## src/rtl/bitonic_sort_sequencer.sv

```systemverilog
// Loads N words, sorts them in place with a bitonic network evaluated one
// compare-exchange per clock, then streams them out in non-increasing order.
module bitonic_sort_sequencer #(
  parameter int LOG_N         = 3,
  parameter int NETWORK_WIDTH = 8,
  parameter int INDEX_WIDTH   = 4
) (
  input  logic                     clk,
  input  logic                     reset,
  input  logic                     in_valid,
  output logic                     in_ready,
  input  logic [NETWORK_WIDTH-1:0] in_data,
  output logic                     out_valid,
  input  logic                     out_ready,
  output logic [NETWORK_WIDTH-1:0] out_data,
  output logic [INDEX_WIDTH-1:0]   out_index,
  output logic                     busy,
  output logic                     done
);

  localparam int N  = 1 << LOG_N;
  localparam int KW = $clog2(LOG_N + 1);
  localparam logic [LOG_N-1:0] PTR_LAST = LOG_N'(N - 1);
  localparam logic [LOG_N-1:0] P_LAST   = LOG_N'(N / 2 - 1);
  localparam logic [KW-1:0]    K_LAST   = KW'(LOG_N - 1);

  typedef enum logic [1:0] {
    ST_LOAD  = 2'd0,
    ST_SORT  = 2'd1,
    ST_DRAIN = 2'd2
  } state_t;

  state_t                   state_q, state_d;
  logic [LOG_N-1:0]         wr_ptr_q, wr_ptr_d;
  logic [LOG_N-1:0]         rd_ptr_q, rd_ptr_d;
  logic [LOG_N-1:0]         p_q, p_d;
  // k_q holds k_log-1 so that every counter rests at zero outside SORT
  logic [KW-1:0]            k_q, k_d;
  logic [KW-1:0]            j_q, j_d;
  logic [NETWORK_WIDTH-1:0] value_q [N];
  logic [NETWORK_WIDTH-1:0] value_d [N];
  logic [INDEX_WIDTH-1:0]   index_q [N];
  logic [INDEX_WIDTH-1:0]   index_d [N];

  logic                     in_ready_q, in_ready_d;
  logic                     out_valid_q, out_valid_d;
  logic [NETWORK_WIDTH-1:0] out_data_q, out_data_d;
  logic [INDEX_WIDTH-1:0]   out_index_q, out_index_d;
  logic                     busy_q, busy_d;
  logic                     done_q, done_d;

  logic [LOG_N-1:0] lo_mask_s;
  logic [LOG_N-1:0] i_s;
  logic [LOG_N-1:0] l_s;
  logic [LOG_N:0]   i_ext_s;
  logic             asc_s;
  logic             swap_s;

  // Pair decode: insert a zero at bit j_log of p, partner differs only in that bit
  always_comb begin
    lo_mask_s = (LOG_N'(1) << j_q) - LOG_N'(1);
    i_s       = ((p_q & ~lo_mask_s) << 1) | (p_q & lo_mask_s);
    l_s       = i_s | (LOG_N'(1) << j_q);
    i_ext_s   = {1'b0, i_s};
    asc_s     = i_ext_s[k_q + KW'(1)];
    if (asc_s) begin
      swap_s = (value_q[i_s] > value_q[l_s]);
    end else begin
      swap_s = (value_q[i_s] < value_q[l_s]);
    end
  end

  // Next-state, bank update and registered-output precompute
  always_comb begin
    state_d  = state_q;
    wr_ptr_d = wr_ptr_q;
    rd_ptr_d = rd_ptr_q;
    p_d      = p_q;
    k_d      = k_q;
    j_d      = j_q;
    value_d  = value_q;
    index_d  = index_q;
    done_d   = 1'b0;

    case (state_q)
      ST_LOAD: begin
        if (in_valid) begin
          value_d[wr_ptr_q] = in_data;
          index_d[wr_ptr_q] = INDEX_WIDTH'(wr_ptr_q);
          wr_ptr_d          = wr_ptr_q + LOG_N'(1);
          if (wr_ptr_q == PTR_LAST) begin
            state_d = ST_SORT;
          end else begin
            state_d = ST_LOAD;
          end
        end else begin
          state_d = ST_LOAD;
        end
      end
      ST_SORT: begin
        if (swap_s) begin
          value_d[i_s] = value_q[l_s];
          value_d[l_s] = value_q[i_s];
          index_d[i_s] = index_q[l_s];
          index_d[l_s] = index_q[i_s];
        end else begin
          value_d = value_q;
        end
        if (p_q == P_LAST) begin
          p_d = '0;
          if (j_q == '0) begin
            if (k_q == K_LAST) begin
              k_d     = '0;
              state_d = ST_DRAIN;
            end else begin
              k_d = k_q + KW'(1);
              j_d = k_q + KW'(1);
            end
          end else begin
            j_d = j_q - KW'(1);
          end
        end else begin
          p_d = p_q + LOG_N'(1);
        end
      end
      ST_DRAIN: begin
        if (out_ready) begin
          rd_ptr_d = rd_ptr_q + LOG_N'(1);
          if (rd_ptr_q == PTR_LAST) begin
            state_d = ST_LOAD;
            done_d  = 1'b1;
          end else begin
            state_d = ST_DRAIN;
          end
        end else begin
          state_d = ST_DRAIN;
        end
      end
      default: begin
        state_d = ST_LOAD;
      end
    endcase

    in_ready_d  = (state_d == ST_LOAD);
    busy_d      = (state_d != ST_LOAD);
    out_valid_d = (state_d == ST_DRAIN);
    if (out_valid_d) begin
      out_data_d  = value_d[rd_ptr_d];
      out_index_d = index_d[rd_ptr_d];
    end else begin
      out_data_d  = '0;
      out_index_d = '0;
    end
  end

  // State, bank and output registers with synchronous active-low reset
  always_ff @(posedge clk) begin
    if (!reset) begin
      state_q     <= ST_LOAD;
      wr_ptr_q    <= '0;
      rd_ptr_q    <= '0;
      p_q         <= '0;
      k_q         <= '0;
      j_q         <= '0;
      for (int e = 0; e < N; e++) begin
        value_q[e] <= '0;
        index_q[e] <= '0;
      end
      in_ready_q  <= 1'b1;
      out_valid_q <= 1'b0;
      out_data_q  <= '0;
      out_index_q <= '0;
      busy_q      <= 1'b0;
      done_q      <= 1'b0;
    end else begin
      state_q     <= state_d;
      wr_ptr_q    <= wr_ptr_d;
      rd_ptr_q    <= rd_ptr_d;
      p_q         <= p_d;
      k_q         <= k_d;
      j_q         <= j_d;
      value_q     <= value_d;
      index_q     <= index_d;
      in_ready_q  <= in_ready_d;
      out_valid_q <= out_valid_d;
      out_data_q  <= out_data_d;
      out_index_q <= out_index_d;
      busy_q      <= busy_d;
      done_q      <= done_d;
    end
  end

  assign in_ready  = in_ready_q;
  assign out_valid = out_valid_q;
  assign out_data  = out_data_q;
  assign out_index = out_index_q;
  assign busy      = busy_q;
  assign done      = done_q;

endmodule

```

## config.mk

```make
export PLATFORM = sky130hd
export DESIGN_NAME = bitonic_sort_sequencer
export DESIGN_NICKNAME = d
export VERILOG_FILES = /design/src/rtl/bitonic_sort_sequencer.sv
export SDC_FILE = /design/constraint.sdc
export NUM_CORES = 1
export LEC_CHECK = 0
export CAP_MARGIN = 5
export CORE_ASPECT_RATIO = 0.8
export CORE_MARGIN = 2
export CORE_UTILIZATION = 40
export CTS_BUF_LIST = sky130_fd_sc_hd__clkbuf_4 sky130_fd_sc_hd__clkbuf_8
export CTS_CLUSTER_SIZE = 40
export DETAILED_ROUTE_END_ITERATION = 16
export GPL_ROUTABILITY_DRIVEN = 0
export GPL_TIMING_DRIVEN = 1
export SLEW_MARGIN = 0
export SYNTH_ARGS = -nofsm -noshare
export SYNTH_HDL_FRONTEND = slang
export SYNTH_SLANG_ARGS = --single-unit
```

## constraint.sdc

```tcl
create_clock -name clk -period 12.1 [get_ports clk]
set_input_delay 3.63 -clock clk [delete_from_list [all_inputs] [get_ports clk]]
set_output_delay 3.63 -clock clk [all_outputs]
set_load 0.05 [all_outputs]
```

==> flow_metrics.py <==
metrics = {
    "die": {
        "die_h_um": 141,
        "row_count": 49,
        "core_mm2": 0.0227,
        "start_util": 0.412,
        "ios": 28,
        "die_x_um": 175,
        "die-area_mm2": 0.0246,
    },
    "worst_hold_path": {
        "hp-class": "flip-flop to flip-flop",
        "min_path_cells": 2,
    },
    "global_route": {
        "antenna_found_initial": 0,
        "gr-total-overflow": 0,
        "grt_max_degree": 92,
        "first_global_vias": 9828,
        "grt_first_pass_wirelength_um": 63600,
        "grt_usage": 0.343,
    },
    "logic_synthesis": {
        "synth_top_area_share": 0.272,
        "synth.avg_cell_area_um2": 7.36,
        "synth_top_cells_by_area": "dfxtp_1, nor2_1, a21oi_1, nand2_1, o22ai_1",
        "synthesis.nets": 1296,
        "syn_inst": 1268,
        "synthArstFlopShare": 0,
        "synthMuxAreaShare": 0.0166,
        "yosys_register_bits": 127,
        "synth_xor_area_frac": 0.00281,
        "synth_top_family_by_area": "compound AO/OA/AOI/OAI gates",
        "synth_edf_count": 0,
        "synth_cell_types": 99,
        "yosysWarningCount": 0,
        "syn_area_mm2": 0.00934,
        "ys_seq_area_frac": 0.272,
        "synth_area_leader_cell": "dfxtp_1",
        "synth-simple-area-share": 0.249,
        "synth_compound_area_frac": 0.364,
        "synthAdderAreaFrac": 0.0214,
        "synth_ff_type": "dfxtp_1",
    },
    "layout": {
        "areaGrowthSynthToFinish_pct": 8.64,
        "utilization": 0.447,
        "nets": 1262,
        "nFillCells": 2323,
        "ff_latch_area_mm2": 0.00254,
        "drive_gt1_frac": 0.0995,
        "multi_input_area_mm2": 0.00615,
    },
    "cts": {
        "holdBufCountCts": 0,
        "root_buffer": "clkbuf_8",
        "clock_latency_ns": 0.48,
        "clkSinkCount": 127,
        "clk_path_buf_depth": 2,
        "tritoncts": "built",
        "cts_made_buffers": 17,
        "post_cts_resized": 0,
        "h-tree-depth": 4,
        "cts_setup_buffers": 0,
        "clkTransAtPathRegs_ns": 0.09,
    },
    "power": {
        "p_per_area_mw_per_mm2": 94.4,
        "irDropWorstVdd_v": 0.0000564,
        "switching_share": 0.297,
        "leakage_nw": 3.66,
        "comb_power_share": 0.128,
        "p_sw_w": 0.000285,
        "p_seq_frac": 0.451,
        "p_total_w": 0.000957,
        "p_int_w": 0.000673,
        "pwr-share-clk": 0.421,
    },
    "worst_setup_path": {
        "crit_path_start_kind": "flip-flop",
        "cp_max_fo": 28,
        "critPathCaptureType": "flip-flop",
        "reg2reg_depth": 18,
        "cp.arrival_ns": 6.97,
        "worstSetupPathType": "flip-flop to flip-flop",
        "required_ns": 12.43,
    },
    "routing": {
        "routed_via_density": 7.22,
        "first_pass_iters": 12,
        "wl_um": 43500,
        "wire_per_inst_um": 28.0,
        "vias": 11200,
        "dr.first_iter.drc_count": 2712,
        "drc": 0,
        "ant_nets": 0,
    },
    "sta": {
        "hold_violations": 0,
        "fin_skew_ns": 0.0204,
        "fmax_ghz": 0.150,
        "fin_crit_ns": 6.65,
        "min_period_over_period": 0.549,
        "setup_violations": 0,
        "max_slew_margin": 0.171,
        "tightest_slew_ns": 1.24,
        "fin_tns_setup_ns": 0,
        "final-max-slew-violation-count": 0,
        "rsz0062_at_grt": "false",
    },
    "outcome": {
        "status": "complete, no violations",
    },
    "placed_design": {
        "port_buffers": 27,
        "hpwl_um": 27900,
    },
    "job": {
        "drv_cap": 0,
    },
}
[flip-flops by register name, indices dropped and copies added, names as in the netlist, 2 cells and up]
| register | flops |
|---|---|
| out_index | 4 |
| state_q | 2 |
| rd_ptr_q | 3 |
| value_q | 64 |
| k_q | 2 |
| j_q | 2 |
| index_q | 32 |
| p_q | 3 |
| out_data | 8 |
| wr_ptr_q | 3 |
[cells by family (layout without fill, tap and decap cells)]
family	after synthesis	in the layout
flops	127	127
buf+inv	144	122
fa+ha+maj	16	16
other cells	0	2
mux	15	15
compound gates	480	480
xor+xnor	3	3
simple gates	483	483
[layer usage]
| layer | share of wire | up-vias | GRT usage |
|---|---|---|---|
| li1 | - | 4710 | - |
| met1 | 0.38 | 5124 | 0.462 |
| met2 | 0.38 | 1113 | 0.461 |
| met3 | 0.18 | 267 | 0.138 |
| met4 | 0.062 | 0 | 0.184 |
| met5 | 0 | - | 0 |
[critical path, cell delays in order (launching register included)]
cell      delay [ns]
dfxtp_1         0.66
nand3_1         0.77
nand3_2         0.22
buf_4           0.38
o221ai_1        0.18
or4_1           0.66
inv_1           0.17
ha_1            0.26
a21oi_1         0.13
o221ai_1        0.16
a221o_1         0.39
o21a_2          0.19
nor3_4          0.66
buf_4           0.43
nor2_1          0.30
a221oi_1        0.38
nand2_1         0.09
a221oi_1        0.32
a211oi_1        0.09
[worst paths after layout]
| path | to | from | slack [ns] |
|---|---|---|---|
| hold / removal | k_q[1] | k_q[1] | 0.49 |
| setup / recovery | out_data[0] | p_q[2] | 5.45 |
| setup reg to reg | out_data[0] | p_q[2] | 5.45 |
| hold reg to reg | k_q[1] | k_q[1] | 0.49 |
[metrics by stage]
| step | hold WS, ns | cell area, um2 | std cells | worst slack, ns |
|---|---|---|---|---|
| 6_report | 0.485 | 10100 | 1554 | 5.45 |
| 5_1_grt | 0.534 | 10100 | 1552 | 5.22 |
| 4_1_cts | 0.488 | 10100 | 1552 | 5.71 |
| 3_5_place_dp | 0.475 | 9720 | 1521 | 5.67 |
| 3_3_place_gp | 0.468 | 9720 | 1521 | 5.63 |
| 2_1_floorplan | 0.453 | 9340 | 1268 | 6.21 |
[placed cells by master, fill, tap and decap left out, drive strengths merged, types with 16 or more instances in the layout]
master,Yosys,final
nor2,184,184
dfxtp,127,127
nand2,127,127
a21oi,103,103
o21ai,71,71
o22ai,55,55
buf,47,36
nand3,35,35
nor3,31,31
a221oi,29,29
inv,28,28
o211ai,28,28
clkdlybuf4s50,0,27
a22oi,25,25
clkbuf,69,23
a211oi,21,21
o221ai,21,21
and2,18,18
or4,17,17
a31oi,17,17
a32oi,16,16
ha,16,16
[power by group through the flow]
stage	Combinational, W	Sequential, W	Clock, W
after global placement	0.000114	0.000441	0
final	0.000123	0.000432	0.000403
after global routing	0.000127	0.000433	0.000422
after floorplan	0.0000788	0.000438	0
after detailed placement	0.000115	0.000441	0
after CTS	0.000115	0.000431	0.000401
[synth_stat cells (18+ instances only)]
cell / number
a21oi_1: 102
o22ai_1: 55
o211ai_1: 25
o21ai_0: 54
and2_1: 18
clkbuf_1: 68
inv_1: 25
dfxtp_1: 127
nand3_1: 32
o221ai_1: 20
nor2_1: 178
a211oi_1: 21
nor3_1: 29
a221oi_1: 26
a22oi_1: 25
nand2_1: 126
buf_2: 21
[cell type report]
class | instances | area share
clock inverter | 8 | 0.0104
inverter | 28 | 0.0104
timing repair buffer | 63 | 0.0533
antenna | 2 | 0.000493
tap | 306 | 0.0377
sequential | 127 | 0.251
multi-input combinational | 997 | 0.607
clock buffer | 23 | 0.0306
Power figures use the tool's default switching activity.
